[config.mk]
export PLATFORM = sky130hd
export DESIGN_NAME = instr_memory_flat
export DESIGN_NICKNAME = d
export VERILOG_FILES = /design/src/rtl/instr_memory_if.sv /design/src/rtl/instr_memory.sv /design/src/flat_wrapper.sv
export SDC_FILE = /design/constraint.sdc
export NUM_CORES = 2
export LEC_CHECK = 0
export ABC_AREA = 1
export CAP_MARGIN = 0
export CELL_PAD_IN_SITES_DETAIL_PLACEMENT = 1
export CELL_PAD_IN_SITES_GLOBAL_PLACEMENT = 1
export CORE_ASPECT_RATIO = 0.9
export CORE_MARGIN = 3
export CORE_UTILIZATION = 35
export CTS_BUF_LIST = sky130_fd_sc_hd__clkbuf_16
export DETAILED_ROUTE_END_ITERATION = 6
export PLACE_DENSITY_LB_ADDON = 0.1
export REMOVE_ABC_BUFFERS = 1
export SYNTH_ARGS = -nofsm -noshare
export SYNTH_HDL_FRONTEND = slang
export SYNTH_SLANG_ARGS = --single-unit
[constraint.sdc]
create_clock -name clk -period 11.9 [get_ports clk]
set_input_delay 2.38 -clock clk [delete_from_list [all_inputs] [get_ports clk]]
set_output_delay 2.38 -clock clk [all_outputs]
set_load 0.02 [all_outputs]
[src/rtl/instr_memory_if.sv]
// Instruction fetch and image-load bus between a CPU/loader (master)
// and the instruction memory (slave).
interface instr_memory_if;
  logic [31:0] instr_address;
  logic [31:0] instr_readdata;
  logic        load_valid;
  logic [31:0] load_data;
  logic        load_last;
  logic        load_ready;

  modport master (
    output instr_address, load_valid, load_data, load_last,
    input  instr_readdata, load_ready
  );

  modport slave (
    input  instr_address, load_valid, load_data, load_last,
    output instr_readdata, load_ready
  );
endinterface

[src/rtl/instr_memory.sv]
// Boot-region instruction memory: streams in a program image while holding the
// CPU in reset, then serves fetches combinationally and flags a fetch of address 0.
module instr_memory #(
  parameter int unsigned DEPTH = 64,
  parameter logic [31:0] BASE  = 32'hBFC00000
) (
  input  logic           clk,
  input  logic           reset,
  input  logic           clk_enable,
  instr_memory_if.slave  bus,
  output logic           cpu_reset,
  output logic           halted,
  output logic           load_error,
  output logic [15:0]    fetch_count
);
  localparam int unsigned AW = (DEPTH > 1) ? $clog2(DEPTH) : 1;

  localparam logic [1:0] ST_LOAD = 2'd0;
  localparam logic [1:0] ST_RUN  = 2'd1;
  localparam logic [1:0] ST_HALT = 2'd2;

  localparam logic [AW-1:0] LAST_IDX = AW'(DEPTH - 1);

  logic [31:0]   mem_q [DEPTH];
  logic [1:0]    state_q, state_d;
  logic [AW-1:0] ptr_q, ptr_d;
  logic [AW:0]   len_q, len_d;
  logic          halted_q, halted_d;
  logic          err_q, err_d;
  logic [15:0]   count_q, count_d;

  logic [31:0]   offset;
  logic          inRange;
  logic          transfer;

  // Only words that were actually loaded, on word boundaries, are visible.
  assign offset   = bus.instr_address - BASE;
  assign inRange  = (offset[1:0] == 2'b00) && (offset[31:2] < 30'(len_q));

  assign bus.instr_readdata = (inRange && (state_q != ST_LOAD)) ? mem_q[offset[AW+1:2]] : 32'd0;
  assign bus.load_ready     = (state_q == ST_LOAD) && clk_enable;
  assign transfer           = bus.load_valid && bus.load_ready;

  assign cpu_reset   = reset || (state_q == ST_LOAD);
  assign halted      = halted_q;
  assign load_error  = err_q;
  assign fetch_count = count_q;

  always_comb begin
    state_d  = state_q;
    ptr_d    = ptr_q;
    len_d    = len_q;
    halted_d = halted_q;
    err_d    = err_q;
    count_d  = count_q;
    if (clk_enable) begin
      case (state_q)
        ST_LOAD: begin
          if (transfer) begin
            ptr_d = ptr_q + AW'(1);
            len_d = (AW+1)'(ptr_q) + (AW+1)'(1);
            if (bus.load_last || (ptr_q == LAST_IDX)) state_d = ST_RUN;
            if ((ptr_q == LAST_IDX) && !bus.load_last) err_d = 1'b1;
          end
        end
        ST_RUN: begin
          // The terminating fetch of address 0 is not counted as a run cycle.
          if (bus.instr_address == 32'd0) begin
            state_d  = ST_HALT;
            halted_d = 1'b1;
          end else if (count_q != 16'hFFFF) begin
            count_d = count_q + 16'd1;
          end
        end
        default: ;
      endcase
    end
  end

  always_ff @(posedge clk) begin
    if (reset) begin
      state_q  <= ST_LOAD;
      ptr_q    <= '0;
      len_q    <= '0;
      halted_q <= 1'b0;
      err_q    <= 1'b0;
      count_q  <= 16'd0;
    end else begin
      state_q  <= state_d;
      ptr_q    <= ptr_d;
      len_q    <= len_d;
      halted_q <= halted_d;
      err_q    <= err_d;
      count_q  <= count_d;
    end
  end

  // Storage is never cleared; a reset only hides it by zeroing len_q.
  always_ff @(posedge clk) begin
    if (!reset && transfer) mem_q[ptr_q] <= bus.load_data;
  end
endmodule
[src/flat_wrapper.sv]
// flat-port wrapper written by rule: the top's interface ports become plain ports
module instr_memory_flat 
#(
  parameter int unsigned DEPTH = 64,
  parameter logic [31:0] BASE  = 32'hBFC00000
)
  (clk, reset, clk_enable, cpu_reset, halted, load_error, fetch_count, bus_instr_address, bus_load_valid, bus_load_data, bus_load_last, bus_instr_readdata, bus_load_ready);
  instr_memory_if bus_i ();
  input  logic clk;
  input  logic reset;
  input  logic clk_enable;
  output logic cpu_reset;
  output logic halted;
  output logic load_error;
  output logic [15:0] fetch_count;
  input wire logic [$bits(bus_i.instr_address)-1:0] bus_instr_address;
  input wire logic [$bits(bus_i.load_valid)-1:0] bus_load_valid;
  input wire logic [$bits(bus_i.load_data)-1:0] bus_load_data;
  input wire logic [$bits(bus_i.load_last)-1:0] bus_load_last;
  output wire logic [$bits(bus_i.instr_readdata)-1:0] bus_instr_readdata;
  output wire logic [$bits(bus_i.load_ready)-1:0] bus_load_ready;
  assign bus_i.instr_address = bus_instr_address;
  assign bus_i.load_valid = bus_load_valid;
  assign bus_i.load_data = bus_load_data;
  assign bus_i.load_last = bus_load_last;
  assign bus_instr_readdata = bus_i.instr_readdata;
  assign bus_load_ready = bus_i.load_ready;
  instr_memory #(.DEPTH(DEPTH), .BASE(BASE)) u_core (.clk(clk), .reset(reset), .clk_enable(clk_enable), .bus(bus_i), .cpu_reset(cpu_reset), .halted(halted), .load_error(load_error), .fetch_count(fetch_count));
endmodule
==> metrics.csv <==
stage;metric;value;unit
cells_and_area;synth-to-layout area growth;14.1;%
power_and_ir_drop;Power per Cell Area;163;nW/um2
logic_synthesis;main combinational cell family by area after synthesis;simple AND/OR/NAND/NOR gates;
logic_synthesis;area share of xor/xnor cells in the synthesized design;0.135;%
timing;setup violators final;0;
placement;area after detailed placement;89400;um2
global_route;maximum number of pins on one net before global-route repair;181;
global_route;GRT Overall Usage;23.5;%
setup_path;worst-path cell with the longest stage delay;sky130_fd_sc_hd__nand3_2;
cells_and_area;most frequent standard cell in the layout excluding fill and tap cells;sky130_fd_sc_hd__nand2_1;
timing;tightest slew margin relative to the limit;21.4;%
global_route;antenna violations before repair;19;
clocking;clock sink total;2075;
logic_synthesis;combined area of all synthesized cells;84500;um2
drt;initial drt markers;5526;
drt;DR WL/cell;27.2;um
setup_path;critical path required time;9.52;ns
setup_path;crit path DAT;6.51;ns
timing;Worst Max-Slew Pin Slew;1.18;ns
placement;count of buffers from port buffering;120;
drt;post-route antenna net violation count;0;
setup_path;critical path launch point type;primary input;
logic_synthesis;synthesized area per cell;11.5;um2
placement;final RePlAce weighted congestion;0.781;
drt;DR DRC count;0;
die;Floorplan Core Area;239000;um2
cells_and_area;multi-input gate area in the final layout;20200;um2
global_route;global-route layer with the greatest usage;met2;
cells_and_area;fillcell total;25500;
setup_path;critical path start-end classification;in -> out;
cells_and_area;most frequent cells in the layout;sky130_fd_sc_hd__nand2_1, sky130_fd_sc_hd__edfxtp_1, sky130_fd_sc_hd__nand3_1, sky130_fd_sc_hd__inv_1, sky130_fd_sc_hd__clkbuf_16;
global_route;wire length of the first global-routing pass;421;mm
setup_path;Worst Path Max Fanout;32;
timing;upper clock frequency limit;112;MHz
cells_and_area;layout cell share with drive strength beyond 1;7.64;%
global_route;routing usage on met1;34.6;%
hold_path;depth of the worst hold-timing path;2;
timing;Clock Skews;0.0275;ns
run;max_cap viols;0;
placement;DPL Wire Length;151;mm
setup_path;Crit path depth;11;
logic_synthesis;adder and majority gate portion of the synthesized area;0.118;%
logic_synthesis;count of synthesis-stage warnings from yosys;0;
timing;final hold violation count;0;
cells_and_area;Post-Layout Inst Area;96400;um2
timing;Final TNS setup;0;ns
drt;Total Wirelength;294;mm
clocking;cell at the root of the clock tree;sky130_fd_sc_hd__clkbuf_16;
drt;number of detailed-route iterations in the first pass;5;
clocking;number of levels the H-tree was split into;4;
logic_synthesis;share of synthesized cell area in and, or, nand and nor gates;22.4;%
clocking;post-cts resize count;0;
drt;vias per std cell;5.27;
setup_path;delay of the slowest cell on the worst path;0.84;ns
timing;unrepaired setup endpoints after global routing;false;
drt;via count;56800;
timing;number of pins with negative max-slew slack in the final report;0;
global_route;total congestion overflow after global routing;0;
logic_synthesis;multiplexer fraction of the synthesized cell area;0;%
setup_path;crit path cell chain;clkbuf_8, buf_4, ha_1, nand2_1, nor2_1, o21ai_0, o211ai_1, nand3_1, nand3_2, a21oi_1, clkdlybuf4s50_1;
logic_synthesis;number of distinct library cell variants in the gate-level netlist after synthesis;36;
clocking;maximum buffer depth of the clock tree;3;
logic_synthesis;sequential area share after synthesis;73.4;%
die;Die Ht;472;um
logic_synthesis;post-synthesis register bit count;2075;
die;Die Area;247000;um2
setup_path;capturing element type of the critical path;output pin;
setup_path;CP top delay family;buffers and inverters;
setup_path;critical path buffer and inverter count;3;
logic_synthesis;Cells after Synth;7337;
timing;final period demand of the worst path;8.89;ns
clocking;TritonCTS clock tree;built;
clocking;clk_lat worst skew;0.85;ns
clocking;post-CTS repair timing setup buffer count;0;
die;# IOs;121;
timing;final worst path period share;74.7;%
cells_and_area;area of all sequential standard cells;62000;um2
outcome;status;finished clean;
die;count of standard-cell rows;170;
cells_and_area;final net count;7494;
die;floorplan die width;524;um
power_and_ir_drop;maximum ir drop on the vdd rail;0.146;mV
power_and_ir_drop;overall power of the completed layout;15.7;mW
die;Initial Util;35.3;%
setup_path;worst reg-to-reg path cell count;10;
logic_synthesis;number of flops mapped to enable cells by yosys;2048;
logic_synthesis;Post-synth ARST share;0;%
power_and_ir_drop;leakage power of the design;34.8;nW
hold_path;type of the worst min-delay path;reg -> reg;
clocking;CTS buffer count;223;
logic_synthesis;most instantiated flip-flop cell in the synthesis netlist;sky130_fd_sc_hd__edfxtp_1;
global_route;number of global-route vias before repair;57300;
clocking;hold buffer count at cts;0;
clocking;clock transition time at the flip-flop clock pins of the worst setup and hold paths;0.06;ns
logic_synthesis;complex-gate fraction of the synthesized area;0.662;%
global_route;met3 capacity usage during global routing;3.01;%
global_route;GRT met2 Usage;36.9;%
power breakdown:
group          switching [mW]  total (mW)  internal [mW]
Sequential            0.00234        8.04           8.04
Clock                    2.91        6.67           3.76
Combinational           0.778       0.985          0.207
layer usage:
metal	vias to the layer above	wire length, um
li1	25600	-
met1	29400	137000
met4	0	6990
met3	315	16200
met5	-	0
met2	1474	133000
worst paths after layout:
| check | from | endpoint | slack (ns) |
|---|---|---|---|
| setup / recovery | bus_instr_address[4] | bus_instr_readdata[30] | 3.01 |
| setup reg to reg | u_core.state_q[1]$_SDFFE_PP0P_ | u_core.mem_q[62][7]$_DFFE_PP_ | 7.12 |
| hold reg to reg | u_core.halted$_SDFFE_PP0P_ | u_core.halted$_SDFFE_PP0P_ | 0.46 |
| hold / removal | u_core.halted$_SDFFE_PP0P_ | u_core.halted$_SDFFE_PP0P_ | 0.46 |
sequential cells by signal, summed over array words and instances, names as in the netlist:
name	cells
u_core.halted	1
u_core.fetch_count	16
u_core.state_q	2
u_core.mem_q	2048
u_core.len_q	7
u_core.load_error	1
worst min-delay path, delay by kind of cell (launching register included):
kind	cells	cell delay [ns]
buf+inv	1	0.05
flops	1	0.31
compound gates	1	0.05
logic make-up after synthesis:
kind of cell,Yosys count
buf+inv,631
fa+ha+maj,8
simple gates,4501
flops,2075
xor+xnor,13
compound gates,109
synth_stat cells (4+ instances only):
cell / n / area, um2
sky130_fd_sc_hd__a21oi_1: 89 / 445
sky130_fd_sc_hd__buf_1: 35 / 131
sky130_fd_sc_hd__buf_2: 230 / 1150
sky130_fd_sc_hd__buf_4: 31 / 233
sky130_fd_sc_hd__clkbuf_1: 134 / 503
sky130_fd_sc_hd__dfxtp_1: 27 / 541
sky130_fd_sc_hd__edfxtp_1: 2048 / 61500
sky130_fd_sc_hd__ha_1: 8 / 100
sky130_fd_sc_hd__inv_1: 196 / 736
sky130_fd_sc_hd__nand2_1: 2801 / 10500
sky130_fd_sc_hd__nand3_1: 1524 / 7630
sky130_fd_sc_hd__nand4_1: 5 / 31.3
sky130_fd_sc_hd__nor2_1: 148 / 556
sky130_fd_sc_hd__nor2_2: 4 / 25.0
sky130_fd_sc_hd__nor3_1: 8 / 40.0
sky130_fd_sc_hd__o21ai_0: 14 / 70.1
sky130_fd_sc_hd__xnor2_1: 5 / 43.8
sky130_fd_sc_hd__xor2_1: 8 / 70.1
metrics by stage:
step	setup WS (ns)	std cells	hold slack [ns]	util, %
floorplan	0.666	6905	0.439	-
global placement	2.98	10400	0.443	37.4
detailed placement	2.99	10400	0.448	37.4
CTS	2.97	10800	0.460	40.3
global route	2.86	10800	0.509	40.3
finish	3.01	10800	0.460	40.3
layout make-up:
cell class              instances  share of cell area (%)
diodes                          6                  0.0156
clock buffers                 227                    5.89
clock inverters               182                    1.30
inverters                     199                   0.805
multi-input cells            4631                    20.9
flip-flops and latches       2075                    64.4
well taps                    3182                    4.13
repair buffers                287                    2.56
Power figures use the tool's default switching activity.
